==> src/rtl/lfsr_stream_gen.sv <==
// lfsr_stream_gen: Fibonacci XNOR LFSR pseudo-random source with a
// valid/ready output stream, run-time seed load, full-period detection
// (gen_done) and automatic replacement of the all-ones lock-up seed.
// Optional feature macro: LFSR_PERIOD_CNT_EN builds the period counter;
// when undefined period_cnt is tied to zero.
module lfsr_stream_gen #(
  parameter int               WIDTH      = 8,
  parameter logic [WIDTH-1:0] TAPS       = 8'hB8,
  parameter logic [WIDTH-1:0] RESET_SEED = '0
) (
  input  logic             clk,
  input  logic             rst,
  input  logic             seed_en,
  input  logic [WIDTH-1:0] seed_data,
  input  logic             enable,
  input  logic             rand_ready,
  output logic [WIDTH-1:0] rand_out,
  output logic             rand_valid,
  output logic             gen_done,
  output logic             lockup,
  output logic [WIDTH-1:0] period_cnt
);

  logic [WIDTH-1:0] state_q, state_d;
  logic [WIDTH-1:0] seed_q, seed_d;
  logic [WIDTH-1:0] out_q, out_d;
  logic             vld_q, vld_d;
  logic             done_q, done_d;
  logic             lock_q, lock_d;

  logic             fb;
  logic [WIDTH-1:0] nxt;
  logic             advance;
  logic             seed_bad;
  logic             wrap;

  // Feedback, step qualification and wrap detection
  always_comb begin
    fb       = ~^(state_q & TAPS);
    nxt      = {state_q[WIDTH-2:0], fb};
    advance  = enable & ~seed_en & (~vld_q | rand_ready);
    seed_bad = &seed_data;
    wrap     = (nxt == seed_q);
  end

  // Next-state: seed load beats stepping; otherwise step or drain/hold
  always_comb begin
    state_d = state_q;
    seed_d  = seed_q;
    out_d   = out_q;
    vld_d   = vld_q & ~rand_ready;
    done_d  = 1'b0;
    lock_d  = 1'b0;
    if (seed_en) begin
      // all-ones would stall an XNOR LFSR forever, so swap in the reset seed
      state_d = seed_bad ? RESET_SEED : seed_data;
      seed_d  = seed_bad ? RESET_SEED : seed_data;
      lock_d  = seed_bad;
      vld_d   = 1'b0;
    end else if (advance) begin
      state_d = nxt;
      out_d   = nxt;
      vld_d   = 1'b1;
      done_d  = wrap;
    end
  end

  // State and output registers
  always_ff @(posedge clk) begin
    if (rst) begin
      state_q <= RESET_SEED;
      seed_q  <= RESET_SEED;
      out_q   <= '0;
      vld_q   <= 1'b0;
      done_q  <= 1'b0;
      lock_q  <= 1'b0;
    end else begin
      state_q <= state_d;
      seed_q  <= seed_d;
      out_q   <= out_d;
      vld_q   <= vld_d;
      done_q  <= done_d;
      lock_q  <= lock_d;
    end
  end

  assign rand_out   = out_q;
  assign rand_valid = vld_q;
  assign gen_done   = done_q;
  assign lockup     = lock_q;

`ifdef LFSR_PERIOD_CNT_EN
  logic [WIDTH-1:0] step_q;
  logic [WIDTH-1:0] period_q;

  // Count advances since the last seed/wrap; latch the count at each wrap
  always_ff @(posedge clk) begin
    if (rst) begin
      step_q   <= '0;
      period_q <= '0;
    end else if (seed_en) begin
      step_q <= '0;
    end else if (advance) begin
      if (wrap) begin
        period_q <= step_q + WIDTH'(1);
        step_q   <= '0;
      end else begin
        step_q <= step_q + WIDTH'(1);
      end
    end
  end

  assign period_cnt = period_q;
`else
  assign period_cnt = '0;
`endif

endmodule
==> config.mk <==
export PLATFORM = sky130hd
export DESIGN_NAME = lfsr_stream_gen
export DESIGN_NICKNAME = d
export VERILOG_FILES = /design/src/rtl/lfsr_stream_gen.sv
export SDC_FILE = /design/constraint.sdc
export NUM_CORES = 1
export LEC_CHECK = 0
export CORE_MARGIN = 2
export CORE_UTILIZATION = 46
export DETAILED_ROUTE_END_ITERATION = 10
export PLACE_DENSITY = 0.83
export SKIP_CTS_REPAIR_TIMING = 1
export SLEW_MARGIN = 20
export SYNTH_ARGS = -nofsm -noshare
export SYNTH_HDL_FRONTEND = slang
export SYNTH_SLANG_ARGS = --single-unit
==> constraint.sdc <==
create_clock -name clk -period 1.5 [get_ports clk]
set_input_delay 0.3 -clock clk [delete_from_list [all_inputs] [get_ports clk]]
set_output_delay 0.3 -clock clk [all_outputs]
set_load 0.05 [all_outputs]
======== Yosys cells after proc, flatten, opt, wreduce, memory -nomap -nowiden ========
Cells that the tools add are included.
storage, ports and cells
  bits in registers ....................... 27
  input bits .............................. 13
operators by class
  equality and inequality tests ........... 1
  multiplexer cells ....................... 4
  bitwise operators ....................... 8
  reductions and logical operators ........ 7
operators by type and width
  kind                  count
  8-bit two-way mux     3
  8-bit == test         1
  8-bit AND reduction   1
  8-bit XNOR reduction  1
  1-bit inverter        4
  2-bit OR reduction    2
  1-bit bitwise AND     3
  3-bit OR reduction    1
  2-bit AND reduction   1
  2-bit nonzero test    1
  1-bit two-way mux     1
  1-bit OR              1

======== Logic depth before layout (Yosys ltp) ========
Gate-level depths: netlist (run 1).
  depth in word-level cells ............... 5
  mapped depth ............................ 5
  depth with buffers taken out ............ 4

======== Worst setup path after synthesis (run 1) ========
OpenSTA, ideal clock, no wires.
  path kind ............................... reg-to-reg
  start ................................... register vld_q (netlist: rand_valid)
  end ..................................... register state_q[6]
  setup time .............................. 71 ps
  arrival ................................. 1423 ps
  data required time ...................... 1429 ps
  slack ................................... 7 ps
  stages on the path, launching flop included .. 6
  buffers on the path ..................... 1
  period minus slack after synthesis ...... 1493 ps
  cell sequence ........................... dfxtp_1 > nor2b_1 > nor3b_2 > buf_6 > a22oi_1 > o2bb2ai_1
between the ends
  longest elaborated chain between the ends .. 4
RTL lines
  item                          line  text
  start: declaration            27    logic vld_q, vld_d;
  start signal: assignment      81    vld_q <= vld_d;
  1-bit inverter                41    advance = enable & ~seed_en & (~vld_q | rand_ready);
  1-bit OR                      41
  1-bit bitwise AND             41
  2-bit nonzero test (no line)  --
  end signal: assignment        78    state_q <= state_d;
  end: declaration              24    logic [WIDTH-1:0] state_q, state_d;
Every way passes these cells.
A chain may end at the register's enable or synchronous reset.

======== Final worst setup path (run 1) ========
  start ................................... register vld_q (netlist: rand_valid)
  end ..................................... register state_q[2]
Same word-level chain as after synthesis.

==> impl_metrics.toml, run 1 <==
[final_layout]
final_cell_mix = "dfxtp_1, nand2_1, clkdlybuf4s50_1, buf_4, buf_12"
final_common_cell = "dfxtp_1"
design_area_um2 = 1580
area_delta_synth_final_pct = 39.0
final_util = 0.657
final_net_count = 163
antenna_cells = 0
drive_above_1_share = 0.208

[critical_path]
crit_arrival_ns = 1.62
startpoint_type = "register"
critPathRequiredTime_ns = 1.72
reg2reg_from = "rand_valid$_SDFF_PP0_"
critPathKind = "reg -> reg"
max_stage_delay_ns = 0.44
cpMaxStageDelayCell = "dfxtp_1"
crit_path_start = "rand_valid$_SDFF_PP0_"
worst-path-max-fanout = 16
cp-end-kind = "register"
crit_chain = "nor2b_1 -> nor3b_2 -> buf_4 -> a22oi_1 -> o2bb2ai_1"

[drt]
routed_wl_um = 2450
postRouteAntennaNets = 0
route.detailed.drc = 0
dr.pass1.iters = 4
routed_via_density = 5.26
drt_iter0_drc = 16
wl_per_cell_um = 13.7
vias = 942

[timing]
fmax_mhz = 713
drv_slew = 0
finalCritPeriodShare = 0.935
slew-limit-headroom = 0.610
finClkSkew_ns = 0.0106
worst_pin_slew_ns = 0.583
fin_crit_ns = 1.40
final-hold-violation-count = 0
setup_viol = 0
grt_setup_unrepaired = "no"

[place]
place_hpwl_um = 1870
portBuffers = 23
place.gp.congestion = 0.752
placed_area_um2 = 1550

[yosys]
syn_avg_cell_area_um2 = 9.90
synth_seq_cells = 27
synth_seq_area_share = 0.475
yosysWarnings = 0
synth_cells = 115
synthDistinctLibCells = 24
syn_area_um2 = 1140

[power_and_ir_drop]
p_int_mw = 1.00
leakage_nw = 0.590
switchingPower_mw = 0.415
comb_power_share = 0.222
pwr-share-clk = 0.217
power.share.sequential = 0.561
peakVddDrop_v = 0.000532
p_per_area_nw_per_um2 = 894
swShare = 0.293

[die]
fp.coreArea_um2 = 2410
pin_count = 32
die_x_um = 53.8
die-area_um2 = 2890
die_height_um = 53.8
core.rowCount = 18
initial_core_util = 0.472

[global_routing]
met2_usage = 0.350
grt_overflow = 0
grt_max_degree = 17
grt_util_met3 = 0.0250
grt_busiest_layer = "met2"
grt_pass1_wl_um = 4070
antenna_found_initial = 0
groute.layer.met1.usage = 0.232
grtUsageTotal = 0.197
grt_pass1_vias = 901

[status]
status = "complete, no violations"

[cts]
cts_root_buf = "clkbuf_4"
htreeDepth = 1
cts-buffers-inserted = 3
clock_path_buffers = 2
cts_tree = "done"
cts.sinks = 27
insertion_delay_ns = 0.32
clk_pin_slew_ns = 0.14

[run]
max_cap_viol_count = 0

[min_path]
min-delay-start = "rand_out[0]$_SDFFE_PP0P_"
min_path_type = "reg -> reg"
state kept, by name (all words and copies together), names as in the netlist:
register    cells
seed_q          8
rand_out        8
gen_done        1
rand_valid      1
state_q         8
lockup          1
worst max-delay path, delay by kind of cell (launching register included):
kind            cells  cell delay, ns
flops               1            0.44
simple gates        2            0.33
compound gates      2            0.32
buf+inv             1            0.20
synth_stat cells:
| cell | instances | area share |
|---|---|---|
| nor2_1 | 2 | 0.0066 |
| o2bb2ai_1 | 8 | 0.062 |
| nand3b_1 | 1 | 0.0066 |
| buf_2 | 2 | 0.0088 |
| clkbuf_1 | 1 | 0.0033 |
| nand2_1 | 16 | 0.053 |
| nor2_2 | 1 | 0.0055 |
| xor2_1 | 4 | 0.031 |
| buf_6 | 1 | 0.0099 |
| a21oi_1 | 9 | 0.040 |
| conb_1 | 1 | 0.0033 |
| nand4_1 | 3 | 0.016 |
| or4_4 | 1 | 0.0099 |
| nor3b_2 | 1 | 0.011 |
| nor3_1 | 1 | 0.0044 |
| nor2b_1 | 1 | 0.0055 |
| nor4_2 | 1 | 0.011 |
| xnor2_1 | 7 | 0.054 |
| buf_4 | 8 | 0.053 |
| a22oi_1 | 8 | 0.053 |
| nand2b_1 | 2 | 0.011 |
| o21a_1 | 1 | 0.0066 |
| a22o_1 | 8 | 0.062 |
| dfxtp_1 | 27 | 0.47 |
stage by stage:
| stage | total power, mW | worst slack [ns] | hold WS [ns] | TNS [ns] | std cells |
|---|---|---|---|---|---|
| 3_3_place_gp | 1.11 | -0.238 | 0.478 | -3.86 | 175 |
| 4_1_cts | 1.41 | -0.0219 | 0.502 | -0.0821 | 179 |
| 6_report | 1.42 | 0.0975 | 0.499 | 0 | 179 |
| 2_1_floorplan | 1.01 | 0.00668 | 0.417 | 0 | 122 |
| 5_1_grt | 1.48 | 0.0447 | 0.527 | 0 | 179 |
| 3_5_place_dp | 1.12 | -0.356 | 0.481 | -5.37 | 175 |
routing by layer:
metal  up-vias  wire [um]
li1        470          -
met1       426       1020
met2        39       1250
met3         7        120
met4         0         60
met5         -          0
final timing paths:
kind              slack [ns]  cells past startpoint                        to
setup / recovery         0.1                      5   state_q[2]$_SDFFE_PP0P_
setup reg to reg         0.1                      5   state_q[2]$_SDFFE_PP0P_
hold reg to reg         0.50                      2  rand_out[0]$_SDFFE_PP0P_
hold / removal          0.50                      2  rand_out[0]$_SDFFE_PP0P_
area by class of cell:
type | instances | area, um^2
Clock buffer | 4 | 26.3
Fill cell | 195 | 827
Multi-Input combinational cell | 83 | 548
Sequential cell | 27 | 541
Tap cell | 30 | 37.5
Timing Repair Buffer | 35 | 430
power groups by stage:
stage          clock, mW  sequential (mW)  combinational, mW
2_1_floorplan          0            0.825              0.180
3_3_place_gp           0            0.806              0.300
3_5_place_dp           0            0.808              0.311
4_1_cts            0.310            0.793              0.312
5_1_grt            0.338            0.798              0.340
6_report           0.307            0.794              0.315
logic make-up (layout without fill, tap and decap cells):
family	after synthesis	in the layout	share of synthesized area
AO/OA/AOI/OAI	34	34	0.222
XOR/XNOR	11	11	0.0846
buffers and inverters	12	39	0.0747
flip-flops	27	27	0.475
other	1	8	0.00329
AND/OR/NAND/NOR	30	30	0.141
Note: power is estimated with default switching activity, not from simulation.
==> inputs of run 2 (changes only) <==
- CORE_MARGIN: 2 -> 5
==> run 2 against run 1 <==
- cell count up 0.56%
- clock skew down 0.0027 ns
- die area up 24%
- register-to-register slack worse by 0.03 ns
- critical path depth down 2
- final area up 0.55%
- flip-flop and latch count unchanged
- utilization down 0.25 points
- via count up 2.3%
- critical endpoint is now gen_done$_SDFF_PP0_
==> impl_metrics.toml, run 2 (synthesized netlist as in run 1, its figures left out) <==
[place]
portBuffers = 23
place.gp.congestion = 0.868
dpl.cell_count = 176
place_hpwl_um = 1990

[critical_path]
reg2reg_from = "state_q[3]$_SDFFE_PP0P_"
crit_chain = "xor2_1 -> or4_4 -> nor4_2"
crit_buf_inv = 0
cpMaxStageDelayCell = "dfxtp_1"
critPathKind = "reg -> reg"
crit_arrival_ns = 1.69
cpLargestDelayFamily = "simple AND/OR/NAND/NOR gates"
startpoint_type = "register"
crit_path_start = "state_q[3]$_SDFFE_PP0P_"
max_stage_delay_ns = 0.50
cp-end-kind = "register"
worst-path-max-fanout = 5
critPathRequiredTime_ns = 1.75

[timing]
setup_viol = 0
fmax_mhz = 697
final-hold-violation-count = 0
grt_setup_unrepaired = "no"
drv_slew = 0
fin_crit_ns = 1.44
setup-tns-final_ns = 0
finClkSkew_ns = 0.00783
finalCritPeriodShare = 0.957

[cts]
clk_pin_slew_ns = 0.15
insertion_delay_ns = 0.33
cts.sinks = 27
htreeDepth = 1
clock_path_buffers = 2
cts_tree = "done"
cts-buffers-inserted = 3
cts_root_buf = "clkbuf_4"

[drt]
routed_via_density = 5.36
vias = 964
drt_iter0_drc = 16
wl_per_cell_um = 14.2
route.detailed.drc = 0
postRouteAntennaNets = 0
dr.pass1.iters = 4
routed_wl_um = 2560

[die]
die-area_um2 = 3570
fp.coreArea_um2 = 2430
die_height_um = 59.8
core.rowCount = 18
die_x_um = 59.8
initial_core_util = 0.468
pin_count = 32

[global_routing]
grt_pass1_wl_um = 4050
grt_max_degree = 17
antenna_found_initial = 0
grt_pass1_vias = 888
grt_overflow = 0
grtUsageTotal = 0.150

[final_layout]
drive_above_1_share = 0.220
final_cell_mix = "dfxtp_1, nand2_1, buf_4, clkdlybuf4s50_1, buf_12"
final_net_count = 164
antenna_cells = 0
final_common_cell = "dfxtp_1"
area_delta_synth_final_pct = 39.8
final_util = 0.654
nFillCells = 199
instances_no_fill = 180

[run]
max_cap_viol_count = 0

[min_path]
min-delay-start = "rand_out[6]$_SDFFE_PP0P_"
min_path_type = "reg -> reg"

[power_and_ir_drop]
peakVddDrop_v = 0.000708
p_per_area_nw_per_um2 = 896
power_mw = 1.43
leakage_nw = 0.597

[status]
status = "complete, no violations"
## run 2: path summary, 6_finish.rpt
| path | end | slack, ns | cells past startpoint |
|---|---|---|---|
| min | rand_out[6]$_SDFFE_PP0P_ | 0.50 | 2 |
| max | gen_done$_SDFF_PP0_ | 0.06 | 3 |
| min reg2reg | rand_out[6]$_SDFFE_PP0P_ | 0.50 | 2 |
| max reg2reg | gen_done$_SDFF_PP0_ | 0.06 | 3 |
## run 2: area by class of cell
class / count / area [um^2] / share of cell area
well taps: 30 / 37.5 / 0.0236
clock buffers: 3 / 22.5 / 0.0142
repair buffers: 36 / 438 / 0.275
clock inverters: 1 / 5.00 / 0.00314
multi-input cells: 83 / 548 / 0.344
flip-flops and latches: 27 / 541 / 0.340
## run 2: metal layers
| layer | global-route usage | share of wire |
|---|---|---|
| met1 | 0.183 | 0.42 |
| met2 | 0.253 | 0.51 |
| met3 | 0.0281 | 0.048 |
| met4 | 0.0696 | 0.023 |
| met5 | 0 | 0 |
## run 2: through the flow
stage,area [um^2],hold WS (ns),setup WS [ns]
after global placement,1560,0.478,-0.280
final,1590,0.501,0.0646
after floorplan,1160,0.417,0.00668
after CTS,1580,0.504,0.0220
after global routing,1590,0.520,0.00106
after detailed placement,1560,0.485,-0.335
## run 2: where the power goes
| part | internal (mW) | switching, mW |
|---|---|---|
| Combinational | 0.144 | 0.169 |
| Clock | 0.100 | 0.219 |
| Sequential | 0.754 | 0.0392 |
## run 2: tightest hold or removal path: cells and delay by family (launching register included)
family | cells | cell delay (ns)
AO/OA/AOI/OAI | 1 | 0.05
flip-flops | 1 | 0.36
AND/OR/NAND/NOR | 1 | 0.06
